===== src/rtl/hazard_controller_if.sv =====
// Pipeline-to-hazard-unit bundle: register ids and stage flags in, forward/stall/flush
// controls and the stall statistics counter out.
interface hazard_controller_if;
    logic [4:0]  RsD, RtD, RsE, RtE, WriteRegE, WriteRegM, WriteRegW;
    logic        RegWriteE, RegWriteM, RegWriteW, MemtoRegE, MemtoRegM;
    logic        BranchD, PCSrcD, MultiCycleE;
    logic [3:0]  MultiLenE;
    logic [1:0]  ForwardAE, ForwardBE;
    logic        ForwardAD, ForwardBD;
    logic        StallF, StallD, StallE, FlushD, FlushE, BubbleM, ExBusy;
    logic [15:0] StallCount;

    modport master (
        output RsD, RtD, RsE, RtE, WriteRegE, WriteRegM, WriteRegW,
               RegWriteE, RegWriteM, RegWriteW, MemtoRegE, MemtoRegM,
               BranchD, PCSrcD, MultiCycleE, MultiLenE,
        input  ForwardAE, ForwardBE, ForwardAD, ForwardBD,
               StallF, StallD, StallE, FlushD, FlushE, BubbleM, ExBusy, StallCount
    );

    modport slave (
        input  RsD, RtD, RsE, RtE, WriteRegE, WriteRegM, WriteRegW,
               RegWriteE, RegWriteM, RegWriteW, MemtoRegE, MemtoRegM,
               BranchD, PCSrcD, MultiCycleE, MultiLenE,
        output ForwardAE, ForwardBE, ForwardAD, ForwardBD,
               StallF, StallD, StallE, FlushD, FlushE, BubbleM, ExBusy, StallCount
    );
endinterface


===== src/rtl/hazard_controller.sv =====
// Five-stage pipeline hazard unit: operand forwarding, load-use/branch stalls, a multi-cycle
// Execute hold FSM and a saturating stalled-cycle counter.
module hazard_controller (
    input  logic          clk,
    input  logic          reset,
    hazard_controller_if.slave hz
);
    typedef enum logic [0:0] {StIdle, StBusy} stateT;

    stateT       stateQ, stateD;
    logic [3:0]  cntQ, cntD;
    logic [15:0] stallCountQ;
    logic        mcStall, lwStall, brStall, stallAny;
    logic [1:0]  fwdAE, fwdBE;
    logic        fwdAD, fwdBD;

    // Memory-stage result wins over Writeback since it is the younger write.
    function automatic logic [1:0] fwdExec(input logic [4:0] src, input logic [4:0] wrM,
                                           input logic regWrM, input logic [4:0] wrW,
                                           input logic regWrW);
        if (src != 5'd0 && regWrM && src == wrM) begin
            return 2'b10;
        end else if (src != 5'd0 && regWrW && src == wrW) begin
            return 2'b01;
        end
        return 2'b00;
    endfunction

    always_comb begin
        fwdAE = fwdExec(hz.RsE, hz.WriteRegM, hz.RegWriteM, hz.WriteRegW, hz.RegWriteW);
        fwdBE = fwdExec(hz.RtE, hz.WriteRegM, hz.RegWriteM, hz.WriteRegW, hz.RegWriteW);
        fwdAD = (hz.RsD != 5'd0) && hz.RegWriteM && (hz.RsD == hz.WriteRegM);
        fwdBD = (hz.RtD != 5'd0) && hz.RegWriteM && (hz.RtD == hz.WriteRegM);
    end

    always_comb begin
        lwStall = hz.MemtoRegE && (hz.RtE != 5'd0) && ((hz.RtE == hz.RsD) || (hz.RtE == hz.RtD));
        brStall = hz.BranchD &&
                  ((hz.RegWriteE && (hz.WriteRegE != 5'd0) &&
                    ((hz.WriteRegE == hz.RsD) || (hz.WriteRegE == hz.RtD))) ||
                   (hz.MemtoRegM && (hz.WriteRegM != 5'd0) &&
                    ((hz.WriteRegM == hz.RsD) || (hz.WriteRegM == hz.RtD))));
    end

    // Stall on the issue cycle plus every BUSY cycle except the last, giving N held cycles.
    always_comb begin
        stateD  = stateQ;
        cntD    = cntQ;
        mcStall = 1'b0;
        unique case (stateQ)
            StIdle: begin
                if (hz.MultiCycleE && hz.MultiLenE != 4'd0) begin
                    mcStall = 1'b1;
                    cntD    = hz.MultiLenE;
                    stateD  = StBusy;
                end
            end
            StBusy: begin
                cntD = cntQ - 4'd1;
                if (cntQ == 4'd1) begin
                    stateD = StIdle;
                end else begin
                    mcStall = 1'b1;
                end
            end
            default: stateD = StIdle;
        endcase
    end

    assign stallAny = lwStall | brStall | mcStall;

    always_ff @(posedge clk) begin
        if (reset) begin
            stateQ      <= StIdle;
            cntQ        <= 4'd0;
            stallCountQ <= 16'd0;
        end else begin
            stateQ <= stateD;
            cntQ   <= cntD;
            if (stallAny && stallCountQ != 16'hFFFF) begin
                stallCountQ <= stallCountQ + 16'd1;
            end
        end
    end

    assign hz.ForwardAE  = reset ? 2'b00 : fwdAE;
    assign hz.ForwardBE  = reset ? 2'b00 : fwdBE;
    assign hz.ForwardAD  = ~reset & fwdAD;
    assign hz.ForwardBD  = ~reset & fwdBD;
    assign hz.StallF     = ~reset & stallAny;
    assign hz.StallD     = ~reset & stallAny;
    assign hz.StallE     = ~reset & mcStall;
    assign hz.BubbleM    = ~reset & mcStall;
    // Execute is held during a multi-cycle op, so it must not also be flushed.
    assign hz.FlushE     = ~reset & (lwStall | brStall) & ~mcStall;
    assign hz.FlushD     = ~reset & hz.PCSrcD & ~stallAny;
    assign hz.ExBusy     = ~reset & (stateQ == StBusy);
    assign hz.StallCount = stallCountQ;
endmodule


===== src/flat_wrapper.sv =====
// flat-port wrapper written by rule: the top's interface ports become plain ports
module hazard_controller_flat 
  (clk, reset, hz_RsD, hz_RtD, hz_RsE, hz_RtE, hz_WriteRegE, hz_WriteRegM, hz_WriteRegW, hz_RegWriteE, hz_RegWriteM, hz_RegWriteW, hz_MemtoRegE, hz_MemtoRegM, hz_BranchD, hz_PCSrcD, hz_MultiCycleE, hz_MultiLenE, hz_ForwardAE, hz_ForwardBE, hz_ForwardAD, hz_ForwardBD, hz_StallF, hz_StallD, hz_StallE, hz_FlushD, hz_FlushE, hz_BubbleM, hz_ExBusy, hz_StallCount);
  hazard_controller_if hz_i ();
  input  logic clk;
  input  logic reset;
  input wire logic [$bits(hz_i.RsD)-1:0] hz_RsD;
  input wire logic [$bits(hz_i.RtD)-1:0] hz_RtD;
  input wire logic [$bits(hz_i.RsE)-1:0] hz_RsE;
  input wire logic [$bits(hz_i.RtE)-1:0] hz_RtE;
  input wire logic [$bits(hz_i.WriteRegE)-1:0] hz_WriteRegE;
  input wire logic [$bits(hz_i.WriteRegM)-1:0] hz_WriteRegM;
  input wire logic [$bits(hz_i.WriteRegW)-1:0] hz_WriteRegW;
  input wire logic [$bits(hz_i.RegWriteE)-1:0] hz_RegWriteE;
  input wire logic [$bits(hz_i.RegWriteM)-1:0] hz_RegWriteM;
  input wire logic [$bits(hz_i.RegWriteW)-1:0] hz_RegWriteW;
  input wire logic [$bits(hz_i.MemtoRegE)-1:0] hz_MemtoRegE;
  input wire logic [$bits(hz_i.MemtoRegM)-1:0] hz_MemtoRegM;
  input wire logic [$bits(hz_i.BranchD)-1:0] hz_BranchD;
  input wire logic [$bits(hz_i.PCSrcD)-1:0] hz_PCSrcD;
  input wire logic [$bits(hz_i.MultiCycleE)-1:0] hz_MultiCycleE;
  input wire logic [$bits(hz_i.MultiLenE)-1:0] hz_MultiLenE;
  output wire logic [$bits(hz_i.ForwardAE)-1:0] hz_ForwardAE;
  output wire logic [$bits(hz_i.ForwardBE)-1:0] hz_ForwardBE;
  output wire logic [$bits(hz_i.ForwardAD)-1:0] hz_ForwardAD;
  output wire logic [$bits(hz_i.ForwardBD)-1:0] hz_ForwardBD;
  output wire logic [$bits(hz_i.StallF)-1:0] hz_StallF;
  output wire logic [$bits(hz_i.StallD)-1:0] hz_StallD;
  output wire logic [$bits(hz_i.StallE)-1:0] hz_StallE;
  output wire logic [$bits(hz_i.FlushD)-1:0] hz_FlushD;
  output wire logic [$bits(hz_i.FlushE)-1:0] hz_FlushE;
  output wire logic [$bits(hz_i.BubbleM)-1:0] hz_BubbleM;
  output wire logic [$bits(hz_i.ExBusy)-1:0] hz_ExBusy;
  output wire logic [$bits(hz_i.StallCount)-1:0] hz_StallCount;
  assign hz_i.RsD = hz_RsD;
  assign hz_i.RtD = hz_RtD;
  assign hz_i.RsE = hz_RsE;
  assign hz_i.RtE = hz_RtE;
  assign hz_i.WriteRegE = hz_WriteRegE;
  assign hz_i.WriteRegM = hz_WriteRegM;
  assign hz_i.WriteRegW = hz_WriteRegW;
  assign hz_i.RegWriteE = hz_RegWriteE;
  assign hz_i.RegWriteM = hz_RegWriteM;
  assign hz_i.RegWriteW = hz_RegWriteW;
  assign hz_i.MemtoRegE = hz_MemtoRegE;
  assign hz_i.MemtoRegM = hz_MemtoRegM;
  assign hz_i.BranchD = hz_BranchD;
  assign hz_i.PCSrcD = hz_PCSrcD;
  assign hz_i.MultiCycleE = hz_MultiCycleE;
  assign hz_i.MultiLenE = hz_MultiLenE;
  assign hz_ForwardAE = hz_i.ForwardAE;
  assign hz_ForwardBE = hz_i.ForwardBE;
  assign hz_ForwardAD = hz_i.ForwardAD;
  assign hz_ForwardBD = hz_i.ForwardBD;
  assign hz_StallF = hz_i.StallF;
  assign hz_StallD = hz_i.StallD;
  assign hz_StallE = hz_i.StallE;
  assign hz_FlushD = hz_i.FlushD;
  assign hz_FlushE = hz_i.FlushE;
  assign hz_BubbleM = hz_i.BubbleM;
  assign hz_ExBusy = hz_i.ExBusy;
  assign hz_StallCount = hz_i.StallCount;
  hazard_controller u_core (.clk(clk), .reset(reset), .hz(hz_i));
endmodule

===== config.mk =====
export PLATFORM = sky130hd
export DESIGN_NAME = hazard_controller_flat
export DESIGN_NICKNAME = d
export VERILOG_FILES = /design/src/rtl/hazard_controller_if.sv /design/src/rtl/hazard_controller.sv /design/src/flat_wrapper.sv
export SDC_FILE = /design/constraint.sdc
export NUM_CORES = 1
export LEC_CHECK = 0
export BUFFER_PORTS_ARGS = -buffer_cell sky130_fd_sc_hd__buf_2
export CAP_MARGIN = 15
export CORE_MARGIN = 2
export CORE_UTILIZATION = 45
export CTS_CLUSTER_DIAMETER = 120
export DETAILED_ROUTE_END_ITERATION = 12
export PLACE_DENSITY_LB_ADDON = 0.25
export SYNTH_ARGS = -nofsm -noshare
export SYNTH_HDL_FRONTEND = slang
export SYNTH_SLANG_ARGS = --single-unit

===== constraint.sdc =====
create_clock -name clk -period 6.5 [get_ports clk]
set_input_delay 1.625 -clock clk [delete_from_list [all_inputs] [get_ports clk]]
set_output_delay 1.625 -clock clk [all_outputs]
set_load 0.02 [all_outputs]

=== Word level (Yosys, flattened, before mapping) ===
Cells that the tools add are included.

* Memory bits (read-only): 0
* Input port bits: 49
* Latch bits: 0
* Memories kept: 0
* Word-level logic and storage cells: 84
* Bits in writable memories: 0
* Register bits: 21

* Reductions and logical operators: 32
* $add $sub $neg: 2
* Magnitude comparators: 0
* Bitwise logic cells: 15
* Div/mod/pow operators: 0
* $mul: 0
* Shifts and indexed selects: 0
* Multiplexer cells: 17
* Equal/unequal tests: 15

{| class="wikitable"
|+ Operators with widths
! operator !! number
|-
| $eq 5x5->1 || 12
|-
| $reduce_bool 5->1 || 6
|-
| $logic_and 1x1->1 || 21
|-
| $add 16x1->16 const B || 1
|-
| $mux 2 || 8
|-
| $ne 16x16->1 const B || 1
|-
| $and 1x1->1 || 9
|-
| $pmux 4 s2 || 1
|-
| $mux 1 || 6
|-
| $eq 4x1->1 const B || 1
|-
| $logic_or 1x1->1 || 4
|-
| $mux 4 || 1
|-
| $not 1->1 || 4
|-
| $reduce_bool 4->1 || 1
|-
| $sub 4x1->4 const B || 1
|-
| $ne 2x1->1 const B || 1
|-
| $or 1x1->1 || 2
|-
| $pmux 1 s2 || 1
|}

=== Logic depth before layout (Yosys ltp) ===
* Depth after elaboration: 9
* Gate-level depth with buffers: 10
* Gate-level depth less buffers: 7

=== Least setup slack after synthesis ===
No wires, ideal clock.

* Kind: input-to-output
* Start point: input port hz_WriteRegM[3]
* End point: output port hz_StallF
* Data arrival time: 3.376 ns
* Data required time: 4.875 ns
* Stages: 10
* Buffers on the path: 4
* Path slack: 1.499 ns
* Cells stage by stage: buf_2 xor2_1 nor3_1 nand3_1 a21oi_2 nor3_4 buf_6 buf_12 nor2_1 buf_4

* Longest elaborated chain between the ends: 8
* Elaborated cells on any way between the ends: 11
* Classes of those cells: 2 x eq/ne; 3 x bitwise; 6 x reduce/logical

{| class="wikitable"
|+ RTL lines
! what !! line !! RTL
|-
| start, declared || flat_wrapper.sv:12 || <nowiki>input wire logic [$bits(hz_i.WriteRegM)-1:0] hz_WriteRegM;</nowiki>
|-
| $eq 5x5->1 / $reduce_bool 5->1 (equally long branches) || hazard_controller.sv:42, hazard_controller.sv:41 ||
|-
| $logic_or 1x1->1 / $logic_and 1x1->1 (equally long branches) || hazard_controller.sv:42, hazard_controller.sv:41 ||
|-
| $logic_and 1x1->1 * || hazard_controller.sv:41 || <nowiki>(hz.MemtoRegM && (hz.WriteRegM != 5'd0) &&</nowiki>
|-
| $logic_or 1x1->1 * || hazard_controller.sv:40 || <nowiki>((hz.WriteRegE == hz.RsD) || (hz.WriteRegE == hz.RtD))) ||</nowiki>
|-
| $logic_and 1x1->1 * || hazard_controller.sv:38 || <nowiki>brStall = hz.BranchD &&</nowiki>
|-
| $or 1x1->1 * (2 in series) || hazard_controller.sv:70 || <nowiki>assign stallAny = lwStall | brStall | mcStall;</nowiki>
|-
| $and 1x1->1 * || n/a ||
|-
| end, declared || flat_wrapper.sv:27 || <nowiki>output wire logic [$bits(hz_i.StallF)-1:0] hz_StallF;</nowiki>
|}

Every way passes the cells marked *; elsewhere a longest branch is shown, timed or not.

=== Worst setup path in the final report ===
* Start point: input port hz_WriteRegE[0]
* End point: output port hz_StallF

* Longest elaborated chain between the ends: 8
* Elaborated cells on any way between the ends: 11
* Classes of those cells: 2 x eq/ne; 3 x bitwise; 6 x reduce/logical

{| class="wikitable"
|+ RTL lines
! what !! line !! RTL
|-
| start, declared || flat_wrapper.sv:11 || <nowiki>input wire logic [$bits(hz_i.WriteRegE)-1:0] hz_WriteRegE;</nowiki>
|-
| $eq 5x5->1 / $reduce_bool 5->1 (equally long branches) || hazard_controller.sv:40, hazard_controller.sv:39 ||
|-
| $logic_or 1x1->1 / $logic_and 1x1->1 (equally long branches) || hazard_controller.sv:40, hazard_controller.sv:39 ||
|-
| $logic_and 1x1->1 * || hazard_controller.sv:39 || <nowiki>((hz.RegWriteE && (hz.WriteRegE != 5'd0) &&</nowiki>
|-
| $logic_or 1x1->1 * || hazard_controller.sv:40 ||
|-
| $logic_and 1x1->1 * || hazard_controller.sv:38 ||
|-
| $or 1x1->1 * (2 in series) || hazard_controller.sv:70 ||
|-
| $and 1x1->1 * || hazard_controller.sv:90 || <nowiki>assign hz.StallF = ~reset & stallAny;</nowiki>
|}

Marked as above.

==> impl_metrics.csv <==
group,metric,value,unit
timing,final_hold_viol_count,0,
status,status,"complete, no violations",
setup_path,arrival,3.39,ns
global_routing,grt_pass1_vias,1719,
power,total_power,341.3,uW
finish,fillers,429,
global_routing,grt_max_degree,26,
clocking,clkSinkCount,21,
route,wire_per_inst,12.91,um
min_path,min_path_type,"reg -> reg",
place,dp_slack,1.464,ns
clocking,numCtsBuffers,3,
place,dp_hpwl,3835,um
finish,final_nets,362,
synthesis,synth_common_cells,"xor2_1, dfxtp_1, xnor2_1",
route,drc,0,
route,drt-initial-drc-count,139,
setup_path,cp.required,4.88,ns
power,p_int,226.7,uW
floorplan,core_area,4354,um2
floorplan,io_pins,78,
power,ir_worst_vdd,0.00006702,V
synthesis,netlist_area,2036,um2
synthesis,yosysTopAreaCell,"dfxtp_1",
synthesis,synth_edf_count,0,
finish,drive_above_1_share,32.04,%
clocking,clockBufferDepth,2,
power,power.switching,114.6,uW
synthesis,yosysUniqueCellTypes,50,
finish,seq_area,420.4,um2
clocking,ctsHoldBuffers,0,
route,finalWirelength,4661,um
clocking,cts_setup_buffers,0,
flow_run,max_cap_viol_count,0,
clocking,cts.repair.resized,0,
floorplan,start_util,46.75,%
route,vias,1952,
synthesis,ys_warn_count,0,
finish,multi_input_comb_area,1451,um2
setup_path,cp-start-kind,"input pin",
setup_path,setup.worst_path.class,"in -> out",
synthesis,syn-instance-count,246,
power,pwr-share-comb,33.3,%
power,swShare,33.58,%
synthesis,yosysMostFrequentCell,"xor2_1",
finish,post-route-cell-area,2401,um2
route,viasPerCell,5.407,
setup_path,critPathCaptureType,"output port",
floorplan,die-area,5078,um2
timing,finalCritPeriodShare,77.19,%
timing,fin_worst_skew,0.001377,ns
synthesis,ys.flop_type,"dfxtp_1",
route,first_pass_iters,6,
power,p_leak,0.9660,nW
power,p_clk_share,25.0,%
floorplan,fp.dieW,71.26,um
timing,slew_headroom,65.95,%
clocking,h-tree-depth,1,
clocking,clockRootBuffer,"clkbuf_8",
place,place.gp.congestion,0.8075,
synthesis,avgSynthCellArea,8.275,um2
route,detail-route-antenna-nets,0,
timing,slew_viol_final,0,
timing,rsz0062_at_grt,"no",
synthesis,synth-seq-cells,21,
floorplan,chipHeight,71.26,um
clocking,cts_tree,"done",
setup_path,path_max_fanout,23,
timing,final-setup-viol-count,0,
timing,max_freq,199.3,MHz
timing,tns,0,ns
finish,antenna_cells,0,
global_routing,overflow,0,
floorplan,row_count,24,
timing,tightest_slew,0.5042,ns
timing,layout_setup_ws,1.483,ns
global_routing,grt_usage,18.30,%
synthesis,synth.area.top_cells,"dfxtp_1, xor2_1, xnor2_1",
clocking,clk_latency,0.26,ns
synthesis,ys_seq_area_share,20.65,%
global_routing,grt_pass1_wl,7721,um
timing,min_period,5.017,ns
power,power_density,142.1,nW/um2
finish,areaGrowthSynthToFinish,17.95,%
place,dpl.cell_count,357,
synthesis,synth-async-reset-ratio,0,%
global_routing,antenna_found_initial,0,
synthesis,syn_nets,298,
synthesis,synth_top_area_share,20.65,%
power,sequentialPowerShare,41.7,%
place,port_buffers,77,
clocking,path_clk_slew,0.07,ns
finish,fin_cells,361,
place,placed_area,2356,um2
[critical path, stage by stage]
cell,delay (ns)
buf_2,0.12
or4_1,0.54
o211ai_1,0.27
o22ai_4,0.14
nor3_4,0.16
buf_4,0.28
nor2_1,0.07
buf_2,0.17
[worst paths after layout]
path	from	to	slack, ns	cells after the start
setup / recovery	hz_WriteRegE[0]	hz_StallF	1.48	8
hold / removal	u_core.cntQ[3]	u_core.cntQ[3]	0.49	2
setup reg to reg	u_core.hz.StallCount[0]	u_core.hz.StallCount[7]	4.24	6
hold reg to reg	u_core.cntQ[3]	u_core.cntQ[3]	0.49	2
[power by group through the flow]
stage | logic [mW] | registers [mW] | clock network (mW)
final | 0.114 | 0.142 | 0.0852
after global routing | 0.126 | 0.143 | 0.0920
after CTS | 0.115 | 0.142 | 0.0878
after detailed placement | 0.115 | 0.145 | 0
after global placement | 0.113 | 0.145 | 0
after floorplan | 0.0830 | 0.145 | 0
[sequential cells by signal, summed over array words and instances (netlist names)]
name / flops
u_core.hz.StallCount: 16
u_core.cntQ: 4
u_core.stateQ: 1
[metrics by stage]
step	util [%]	hold WS [ns]
after CTS	55.14	0.4940
after floorplan	-	0.4542
after global placement	54.11	0.4860
after global routing	55.14	0.5422
after detailed placement	54.11	0.4781
final	55.14	0.4950
[cell families after synthesis]
group | after synthesis | synth area share [%]
buffers and inverters | 26 | 8.052
adders and majority gates | 3 | 1.844
AOI/OAI and AO/OA | 45 | 18.44
muxes | 3 | 1.967
xor gates and xnor gates | 50 | 21.51
and+or+nand+nor | 98 | 27.53
DFF | 21 | 20.65
[cell usage in the layout (no fill, tap or decap), drive strengths merged, types with 5 or more instances in the layout]
master / count
buf: 78
xor2: 30
dfxtp: 21
xnor2: 20
nor2: 16
nor3: 12
nand2: 11
nand3: 11
or4: 11
a21oi: 11
nor2b: 9
o21ai: 8
inv: 7
and2: 6
nor4: 6
o31ai: 6
nand4: 5
[per-layer routing]
layer | part of all wire, % | up-vias | track usage [%] | routed length (um)
li1 | - | 1007 | - | -
met1 | 46 | 885 | 24.72 | 2128
met2 | 49 | 57 | 31.48 | 2287
met3 | 4.6 | 3 | 1.406 | 216
met4 | 0.62 | 0 | 5.031 | 29
met5 | 0 | - | 0 | 0
[cell type report]
cell class | count | share of cell area [%]
timing repair buffer | 78 | 16.36
clock buffer | 4 | 1.876
tap | 52 | 2.710
multi-input combinational | 199 | 60.45
inverter | 7 | 1.094
sequential | 21 | 17.51
Power figures use the tool's default switching activity.
